File: src/rtl/disp_scan_ctrl.sv
// -----------------------------------------------------------------------------
// disp_scan_ctrl
//
// Timing and data-staging stage in front of the 4-digit seven-segment display
// driver. A free-running divider produces the digit scan index and the blink
// clock. Display contents written by the CPU are staged and committed only at
// a frame boundary, so one frame never mixes old and new digits.
//
// Parameters
//   SCAN_LSB   divider bit of Scanning[0]; each digit is driven 2^SCAN_LSB cycles
//   FLASH_BIT  divider bit driving flash_clk; must be > SCAN_LSB+1
//
// Ports
//   clk         system clock
//   rst         asynchronous reset, active-high
//   load        single-cycle request to update display contents
//   num_in      new display value (8 nibbles / 4 digits as the driver expects)
//   point_in    new decimal-point mask, active-low per digit
//   blink_in    new blink mask, 1 = digit blinks
//   disp_num    committed display value
//   pointing    committed decimal-point mask
//   blinking    committed blink mask
//   Scanning    current digit index
//   flash_clk   blink clock
//   frame_tick  one-cycle pulse on the last cycle of each frame
//   pending     a staged update is waiting for the frame boundary
// -----------------------------------------------------------------------------
module disp_scan_ctrl #(
    parameter int SCAN_LSB  = 16,
    parameter int FLASH_BIT = 24
) (
    input  logic        clk,
    input  logic        rst,
    input  logic        load,
    input  logic [31:0] num_in,
    input  logic [3:0]  point_in,
    input  logic [3:0]  blink_in,
    output logic [31:0] disp_num,
    output logic [3:0]  pointing,
    output logic [3:0]  blinking,
    output logic [1:0]  Scanning,
    output logic        flash_clk,
    output logic        frame_tick,
    output logic        pending
);

    localparam int DIV_W = FLASH_BIT + 1;

    // Reset values of the committed display state: blank value, all dots off
    // (active-low), no blinking.
    localparam logic [31:0] NUM_RST   = 32'h0000_0000;
    localparam logic [3:0]  POINT_RST = 4'b1111;
    localparam logic [3:0]  BLINK_RST = 4'b0000;

    logic [DIV_W-1:0] div;
    logic             frame_end;

    logic [31:0] stg_num,  stg_num_nxt;
    logic [3:0]  stg_point, stg_point_nxt;
    logic [3:0]  stg_blink, stg_blink_nxt;
    logic        pending_nxt;

    logic [31:0] disp_num_nxt;
    logic [3:0]  pointing_nxt;
    logic [3:0]  blinking_nxt;

    // -------------------------------------------------------------------------
    // Free-running divider and its decodes
    // -------------------------------------------------------------------------
    // NOTE: sequential state is written with non-blocking assignments only, so
    // every register samples the pre-edge value of every other register.
    always_ff @(posedge clk or posedge rst) begin
        if (rst) begin
            div <= '0;
        end else begin
            div <= div + DIV_W'(1);
        end
    end

    // Last cycle of digit 3: every bit up to and including the scan index is 1.
    assign frame_end  = &div[SCAN_LSB+1:0];
    assign frame_tick = frame_end;
    assign Scanning   = div[SCAN_LSB+1:SCAN_LSB];
    assign flash_clk  = div[FLASH_BIT];

    // -------------------------------------------------------------------------
    // Staging / commit next-state logic
    // -------------------------------------------------------------------------
    // NOTE: every signal driven here gets a hold value first, so no path through
    // the if/else chain can leave one unassigned and infer a latch.
    always_comb begin
        stg_num_nxt   = stg_num;
        stg_point_nxt = stg_point;
        stg_blink_nxt = stg_blink;
        pending_nxt   = pending;
        disp_num_nxt  = disp_num;
        pointing_nxt  = pointing;
        blinking_nxt  = blinking;

        if (load && frame_end) begin
            // Newest data wins and goes straight out; any staged value is dropped.
            disp_num_nxt = num_in;
            pointing_nxt = point_in;
            blinking_nxt = blink_in;
            pending_nxt  = 1'b0;
        end else if (load) begin
            // Mid-frame write: overwrite staging (last write wins) and wait.
            stg_num_nxt   = num_in;
            stg_point_nxt = point_in;
            stg_blink_nxt = blink_in;
            pending_nxt   = 1'b1;
        end else if (frame_end && pending) begin
            disp_num_nxt = stg_num;
            pointing_nxt = stg_point;
            blinking_nxt = stg_blink;
            pending_nxt  = 1'b0;
        end
    end

    always_ff @(posedge clk or posedge rst) begin
        if (rst) begin
            stg_num   <= '0;
            stg_point <= POINT_RST;
            stg_blink <= BLINK_RST;
            pending   <= 1'b0;
            disp_num  <= NUM_RST;
            pointing  <= POINT_RST;
            blinking  <= BLINK_RST;
        end else begin
            stg_num   <= stg_num_nxt;
            stg_point <= stg_point_nxt;
            stg_blink <= stg_blink_nxt;
            pending   <= pending_nxt;
            disp_num  <= disp_num_nxt;
            pointing  <= pointing_nxt;
            blinking  <= blinking_nxt;
        end
    end

endmodule

File: config.mk
export PLATFORM = sky130hd
export DESIGN_NAME = disp_scan_ctrl
export DESIGN_NICKNAME = d
export VERILOG_FILES = /design/src/rtl/disp_scan_ctrl.sv
export SDC_FILE = /design/constraint.sdc
export NUM_CORES = 1
export LEC_CHECK = 0
export CAP_MARGIN = 10
export CORE_UTILIZATION = 40
export CTS_CLUSTER_DIAMETER = 40
export DETAILED_ROUTE_END_ITERATION = 16
export GPL_TIMING_DRIVEN = 0
export MAX_ROUTING_LAYER = met4
export PLACE_DENSITY_LB_ADDON = 0.08
export SLEW_MARGIN = 10
export SYNTH_ARGS = -nofsm -noshare
export SYNTH_HDL_FRONTEND = slang
export SYNTH_SLANG_ARGS = --single-unit
File: constraint.sdc
create_clock -name clk -period 8 [get_ports clk]
set_input_delay 1.6 -clock clk [delete_from_list [all_inputs] [get_ports clk]]
set_output_delay 1.6 -clock clk [all_outputs]
set_load 0.1 [all_outputs]
==> impl_results.md, run 1 <==
* Status: completed
* Wire length per cell at 16.16 microns
* Worst-path clk slew at 0.07 ns
* Initial Util at 41.80%
* Vias in the first global route at 3418
* # IOs at 88
* Layout Skew at 0.005296 ns
* CTS root buf: clkbuf_16
* Drt pass-1 iters at 4
* Via density per instance at 5.041
* Fmax at 0.1845 GHz
* WS Path Type: flip-flop to primary output
* Site row count at 39
* Standby leakage power at 2.729 nW
* Syn_nets at 451
* CP required at 6.40 ns
* First-pass GRT wire length at 17810 microns
* Layout cell share with drive strength beyond 1 at 21.37%
* Ant. Diodes at 0
* Core ar. at 11660 sq um
* Die ar. at 12630 sq um
* Post-layout worst setup margin at 2.579 ns
* Max-cap viol count at 0
* CP Cell Sequence: ha_1 > nand3_1 > nor3_1 > nand3_2 > inv_1 > buf_2 > clkdlybuf4s50_1
* GRT overflow at 0
* Final hold violation count at 0
* WL final at 10550 microns
* CP max stage delay at 1.20 ns
* Commonest non-fill, non-tap cell in the layout: dfrtp_1
* CTS Buffer Depth at 2
* Unrepaired setup endpoints after global routing: no
* Largest net degree at the start of global routing at 75
* Register area at 2663 sq um
* CP endpoint kind: primary output
* Residual DRC count at 0
* Nets at 550
* Clock Latency Late Sink at 0.34 ns
* Synthesized area at 4875 sq um
* Critical path data arrival time at 3.82 ns
* Yosys cell types at 33
* CTS buffer count at 9
* Period utilization at 67.76%
* Die H at 112.4 microns
* Clk sinks at 106
* Area of the multi-input gates at 1894 sq um
* IO Port Bufs at 87
* CTS Hold Buffers Added at 0
* DR iter-0 viols at 155
* Headroom to the max-slew limit at 31.26%
* Pre-CTS WS at 2.926 ns
* Total power at 1.271 mW
* GPL Wtd Cong at 0.7316
* Most frequent cells in the layout: dfrtp_1, clkdlybuf4s50_1, nand3_1
* Endpoints failing setup at 0
* Setup_tns at 0 ns
* Min Tclk post-route at 5.421 ns
* #FFs+latches synth at 106
* Area grow syn2layout at 28.54%
* Avg Cell Area, Syn at 11.98 sq um
* Crit path max-delay cell type: clkdlybuf4s50_1
* Final ANT Viol Nets at 0
* PD cells at 202.8 nW/um^2
* Worst Hold Class: flip-flop to flip-flop
* Tightest Pin Transition at 1.028 ns
* Resize count post-CTS at 0
* Antenna violations before repair at 0
* Final core utilization at 53.73%
* Fin Hold WS at 0.4651 ns
* Peak supply drop at 0.00009888 V
* Fillers at 1057
* Worst setup SP type: flip-flop
* Post-CTS setup repair buffer count at 0
* Slew Viols, Final at 0
* Post-Syn Instances at 407
* Vias at 3292
* Yosys Warn Count at 0
* Sequential area share after synthesis at 54.62%
* Total Routing Usage GR at 18.97%
* CP max FO at 10
* Die X at 112.4 microns
* CTS tree: built
* HPWL Detailed at 7184 microns
* H-tree depth at 3
-- sequential cells by signal, summed over array words and instances (netlist names) --
| register | flops |
|---|---|
| div | 25 |
| disp_num | 32 |
| pointing | 4 |
| pending | 1 |
| blinking | 4 |
| stg_point | 4 |
| stg_num | 32 |
| stg_blink | 4 |
-- routing by layer --
metal / vias to the layer above / wire, microns / GRT usage (%)
met2: 72 / 4812 / 29.11
met4: 0 / 114 / 5.244
met3: 10 / 452 / 5.022
met5: - / 0 / -
met1: 1598 / 5173 / 24.89
li1: 1612 / - / -
-- layout make-up --
cell class / count / share of cell area, %
multi-input cells: 234 / 30.23
inverters: 41 / 2.536
repair buffers: 88 / 14.34
clock buffers: 10 / 3.654
clock inverters: 5 / 1.278
plain buffers: 26 / 2.616
well taps: 143 / 2.855
flip-flops and latches: 106 / 42.49
-- where the power goes --
part	leakage (nW)	internal, mW	switching (mW)
registers	1.27	0.569	0.0176
logic	1.31	0.0793	0.138
clock network	0.145	0.272	0.194
-- synthesized netlist by cell type (all sizes together) --
| cell type | n | area, sq um |
|---|---|---|
| nor3 | 9 | 56.31 |
| clkbuf | 10 | 37.54 |
| dfstp | 8 | 210.2 |
| mux2 | 40 | 450.4 |
| inv | 41 | 153.9 |
| and4 | 2 | 17.52 |
| o22ai | 2 | 12.51 |
| and3 | 3 | 18.77 |
| nand3 | 45 | 230.2 |
| nor2b | 1 | 6.260 |
| and2 | 3 | 18.77 |
| o21ai | 36 | 183.9 |
| ha | 1 | 12.51 |
| nor2 | 7 | 26.28 |
| a2111o | 3 | 33.78 |
| nand4 | 8 | 56.30 |
| or3 | 2 | 12.51 |
| dfrtp | 98 | 2452 |
| xnor2 | 17 | 148.9 |
| a2bb2oi | 37 | 511.7 |
| nand2 | 12 | 45.04 |
| xor2 | 6 | 52.55 |
| buf | 16 | 126.4 |
-- path summary, 6_finish.rpt --
check | slack [ns] | depth (start not counted) | start | endpoint
worst max-delay path | 2.58 | 7 | div[0] | frame_tick
worst min-delay path | 0.47 | 1 | div[20] | div[20]
worst max register to register | 5.43 | 8 | div[0] | disp_num[4]
worst min register to register | 0.47 | 1 | div[20] | div[20]
max in group asynchronous | 5.69 | 3 | rst | stg_point[1]
min in group asynchronous | 1.62 | 2 | rst | disp_num[25]
-- worst max-delay path: cells and delay by family, from the launching register on --
kind	cells	cell delay (ns)
buf+inv	3	1.70
simple gates	3	1.17
flops	1	0.40
fa+ha+maj	1	0.20
-- stage by stage --
| stage | area [sq um] | std cells |
|---|---|---|
| after floorplan | 4875 | 407 |
| after global placement | 5924 | 637 |
| final | 6266 | 653 |
| after global routing | 6266 | 653 |
| after CTS | 6266 | 653 |
| after detailed placement | 5957 | 638 |
-- kinds of logic (layout without fill, tap and decap cells) --
| kind of cell | count (synthesis) | in the layout | share of synthesized area, % |
|---|---|---|---|
| flops | 106 | 106 | 54.62 |
| simple gates | 92 | 92 | 10.01 |
| fa+ha+maj | 1 | 1 | 0.2566 |
| mux | 40 | 40 | 9.240 |
| xor+xnor | 23 | 23 | 4.132 |
| buf+inv | 67 | 170 | 6.519 |
| compound gates | 78 | 78 | 15.22 |
No activity file was read; power rests on OpenSTA's default activity.
==> inputs of run 2 (changes only) <==
==> constraint.sdc (replaced) <==
create_clock -name clk -period 4.57 [get_ports clk]
set_input_delay 0.914 -clock clk [delete_from_list [all_inputs] [get_ports clk]]
set_output_delay 0.914 -clock clk [all_outputs]
set_load 0.1 [all_outputs]
==> run 2 against run 1 <==
Register-to-register slack worse by 3.2 ns; sequential cell count stayed put; combinational power is 75% higher; final cell count stayed put.
==> impl_results.md, run 2 (synthesis gave the netlist of run 1 again) <==
* Status: completed
* Capturing point of the worst reg2reg path: disp_num[4]
* Slew Viols, Final at 0
* CTS Buffer Depth at 2
* Die X at 112.4 microns
* Site row count at 39
* Total power at 2.225 mW
* Layout cell share with drive strength beyond 1 at 21.57%
* Peak supply drop at 0.0001730 V
* Via density per instance at 5.051
* Residual DRC count at 0
* # placed instances at 638
* CP max stage delay at 0.90 ns
* IO Port Bufs at 87
* Setup_tns at 0 ns
* Largest registers: disp_num x32, stg_num x32, div x25
* CP Cell Sequence: ha_1 > nand3_1 > nor3_2 > nand3_2 > inv_1 > buf_2 > dlygate4sd2_1
* # IOs at 88
* Die H at 112.4 microns
* Worst setup SP type: flip-flop
* Design area at 6270 sq um
* WL final at 10600 microns
* Final core utilization at 53.76%
* Post-CTS setup repair buffer count at 0
* Clk sinks at 106
* Wire length per cell at 16.23 microns
* Headroom to the max-slew limit at 31.22%
* CP endpoint kind: primary output
* Antenna violations before repair at 0
* Most frequent cells in the layout: dfrtp_1, clkdlybuf4s50_1, nand3_1
* WS Path Type: flip-flop to primary output
* Largest net degree at the start of global routing at 75
* Placed inst area at 5957 sq um
* R2r setup slk at 2.18 ns
* Unrepaired setup endpoints after global routing: no
* GRT overflow at 0
* Layout Cells excl Fill at 653
* CTS buffer count at 9
* H-tree depth at 3
* Worst Hold Class: flip-flop to flip-flop
* Fmax at 0.2429 GHz
* Final ANT Viol Nets at 0
* Die ar. at 12630 sq um
* HPWL Detailed at 7184 microns
* Vias in the first global route at 3418
* Final hold violation count at 0
* DR iter-0 viols at 164
* Commonest non-fill, non-tap cell in the layout: dfrtp_1
* Critical path data arrival time at 3.20 ns
* Ant. Diodes at 0
* CTS root buf: clkbuf_16
* Worst-path clk slew at 0.07 ns
* Drt pass-1 iters at 4
* Crit path max-delay cell type: dlygate4sd2_1
* Tightest Pin Transition at 1.028 ns
* Vias at 3298
* CP required at 3.66 ns
* CTS tree: built
* Area grow syn2layout at 28.62%
* GPL Wtd Cong at 0.7316
* Worst Reg-to-Reg Cells at 7
* Period utilization at 90.08%
* Hold Path Stages at 1
* Hold endpoint: div[20]
* Initial Util at 41.80%
* Layout Skew at 0.005088 ns
* Min Tclk post-route at 4.117 ns
* First-pass GRT wire length at 17810 microns
* PD cells at 354.8 nW/um^2
* Total Routing Usage GR at 18.97%
* Clock Latency Late Sink at 0.34 ns
* CP max FO at 10
* R2R Path Start: div[0]
* Hold_sp: div[20]
* Max-cap viol count at 0
* Core ar. at 11660 sq um
* Nets at 550
* Endpoints failing setup at 0
* Standby leakage power at 2.734 nW
-- run 2: changes by cell type in the layout (fill, tap and decap cells not counted), sizes merged --
cell | previous run | this run
dlygate4sd2 | 0 | 1
clkdlybuf4s50 | 87 | 86
-- run 2: per-layer routing --
metal	GRT usage [%]	share of wire, %	up-vias
li1	-	-	1611
met1	24.89	49	1607
met2	29.11	46	70
met3	5.022	4.2	10
met4	5.244	1.1	0
met5	-	0	-
-- run 2: worst max path at each step --
stage | start | slack (ns) | cells after the start | to
finish | div[0] | 0.45 | 7 | frame_tick
CTS | div[0] | 0.09 | 7 | frame_tick
global route | div[0] | 0.23 | 7 | frame_tick
detailed placement | div[0] | 0.18 | 7 | frame_tick
global placement | rst | -0.85 | 2 | stg_num[5]
floorplan | rst | 0.88 | 1 | blinking[0]
-- run 2: repair_timing --
item,CTS,global route
setup endpoints to repair,1,1
hold buffers,0,0
endpoints found under the hold margin,0,0
gates resized for setup,1,1
cloned,0,0
-- run 2: report_power, final --
part | total, mW | internal, mW | switching [mW] | leakage, nW
combinational | 0.380 | 0.139 | 0.241 | 1.32
sequential | 1.03 | 0.997 | 0.0308 | 1.27
clock | 0.817 | 0.477 | 0.340 | 0.145
-- run 2: critical path, delay by kind of cell, from the launching register on --
kind	cells	cell delay [ns]
and+or+nand+nor	3	0.88
DFF	1	0.39
buffers and inverters	3	1.37
adders and majority gates	1	0.19
-- run 2: cell type report --
type                    count  area [sq um]
plain buffers              26         163.9
clock buffers              10         229.0
clock inverters             5         80.08
fillers                  1059          5393
inverters                  41         158.9
multi-input cells         234          1899
flip-flops and latches    106          2663
well taps                 143         178.9
repair buffers             88         897.1
-- run 2: metrics by stage --
stage          hold slack, ns  worst slack [ns]
3_3_place_gp           0.4514           -0.8477
5_1_grt                0.4836            0.2314
6_report               0.4648            0.4533
2_1_floorplan          0.4381            0.8803
4_1_cts                0.4724           0.08580
3_5_place_dp           0.4593            0.1823
==> inputs of run 3 (changes only) <==
--- a/config.mk
+++ b/config.mk
@@ -5,8 +5,8 @@
 export SDC_FILE = /design/constraint.sdc
 export NUM_CORES = 1
 export LEC_CHECK = 0
-export CAP_MARGIN = 10
-export CORE_UTILIZATION = 40
+export CORE_MARGIN = 10
+export CORE_UTILIZATION = 25
 export CTS_CLUSTER_DIAMETER = 40
 export DETAILED_ROUTE_END_ITERATION = 16
 export GPL_TIMING_DRIVEN = 0
==> run 3 against run 2 <==
Sequential cell count did not move; maximum frequency decreased by 4.2%; worst hold slack better by 0.0089 ns; combinational power grew 1%; via count is 1.0% higher; wire length grew 19%; register-to-register slack worse by 0.05 ns; non-clock buffer count did not move; clock power fell by 7.3%; global-route usage down 8.5 points; largest cell class unchanged.
==> impl_results.md, run 3 (synthesis gave the netlist of run 1 again) <==
* Standby leakage power at 2.732 nW
* CTS buffer count at 9
* Resize count post-CTS at 2
* PD cells at 338.9 nW/um^2
* Commonest non-fill, non-tap cell in the layout: dfrtp_1
* Die ar. at 25480 sq um
* Die X at 159.6 microns
* H-tree depth at 3
* Pre-CTS WS at -0.03888 ns
* Final ANT Viol Nets at 0
* GRT overflow at 0
* Area grow syn2layout at 31.24%
* IO Port Bufs at 87
* Slew Viols, Final at 0
* CTS root buf: clkbuf_16
* Critical path data arrival time at 3.38 ns
* Layout Skew at 0.006930 ns
* Worst Reg-to-Reg Cells at 8
* First-pass GRT wire length at 20780 microns
* Tightest Pin Transition at 1.019 ns
* Vias at 3331
* Core ar. at 19330 sq um
* Ant. Diodes at 0
* Status: completed
* Largest net degree at the start of global routing at 57
* CTS tree: built
* Worst setup SP type: flip-flop
* Routed length on met3 at 546 microns
* Final hold violation count at 0
* Layout cell share with drive strength beyond 1 at 21.53%
* CTS Buffer Depth at 2
* WS Path Type: flip-flop to primary output
* R2R Path Start: div[0]
* CP Launch Point: div[0]
* WL final at 12650 microns
* CP required at 3.66 ns
* Unrepaired setup endpoints after global routing: no
* Post-CTS setup repair buffer count at 0
* Total Routing Usage GR at 10.51%
* CTS Hold Buffers Added at 0
* Fillers at 1944
* Die H at 159.6 microns
* Capturing point of the worst reg2reg path: disp_num[10]
* Worst-path clk slew at 0.07 ns
* Site row count at 51
* Peak supply drop at 0.0001728 V
* Worst Hold Class: flip-flop to flip-flop
* Final core utilization at 33.09%
* GPL Wtd Cong at 0.6959
* Nets at 550
* DRT met1 WL at 5945 microns
* Period utilization at 94.04%
* Setup_tns at 0 ns
* Via density per instance at 4.293
* Highest metal used: met4
* Max-cap viol count at 0
* HPWL Detailed at 9118 microns
* Fmax at 0.2327 GHz
* Critical Path Sink: frame_tick
* CP endpoint kind: primary output
* Endpoints failing setup at 0
* R2r setup slk at 2.13 ns
* DR iter-0 viols at 133
* Clock Latency Late Sink at 0.35 ns
* Headroom to the max-slew limit at 31.87%
* Post-layout worst setup margin at 0.2725 ns
* WL met2 at 6038 microns
* Initial Util at 25.21%
* Residual DRC count at 0
* Most frequent cells in the layout: dfrtp_1, clkdlybuf4s50_1, nand3_1
* Min Tclk post-route at 4.298 ns
* Clk sinks at 106
* Wire length per cell at 16.30 microns
* # IOs at 88
* Vias in the first global route at 3674
* Largest registers: disp_num x32, stg_num x32, div x25
* CP max FO at 10
* Antenna violations before repair at 0
* Drt pass-1 iters at 4
run 3: layer usage:
metal,vias to the layer above,global-route usage [%]
met4,0,2.401
met3,8,3.162
met5,-,-
met2,57,16.48
li1,1615,-
met1,1651,13.08
run 3: final cells by class:
class	count	area [sq um]	share of cell area, %
clock inverter	2	10.01	0.1565
multi-input combinational	234	1899	29.69
inverter	41	158.9	2.484
clock buffer	14	274.0	4.283
tap	265	331.6	5.183
sequential	106	2663	41.62
buffer	26	163.9	2.562
timing repair buffer	88	897.1	14.02
run 3: power breakdown:
group          switching (mW)  internal [mW]
Clock                   0.343          0.414
Combinational           0.245          0.139
Sequential             0.0300          0.997
Total                   0.618           1.55
run 3: worst min-delay path by stage:
stage	startpoint	endpoint	slack, ns	depth (start not counted)
floorplan	div[22]	div[22]	0.44	1
global placement	div[22]	div[22]	0.45	1
detailed placement	div[20]	div[20]	0.46	1
CTS	div[20]	div[20]	0.48	1
global route	div[22]	div[22]	0.50	1
finish	div[24]	div[24]	0.47	1
run 3: critical path: stages (launching register included):
cell and delay [ns]:
dfrtp_1 0.39, ha_1 0.20, nand3_1 0.20, nor3_2 0.53
nand3_2 0.26, inv_1 0.20, buf_2 0.32, dlygate4sd2_1 0.91
run 3: per-stage QoR:
stage	power [mW]	instances	area, sq um	hold WS (ns)
2_1_floorplan	1.310	407	4875	0.4381
3_3_place_gp	1.428	759	6077	0.4524
3_5_place_dp	1.436	760	6110	0.4626
4_1_cts	2.214	776	6397	0.4770
5_1_grt	2.276	776	6397	0.4967
6_report	2.168	776	6397	0.4737
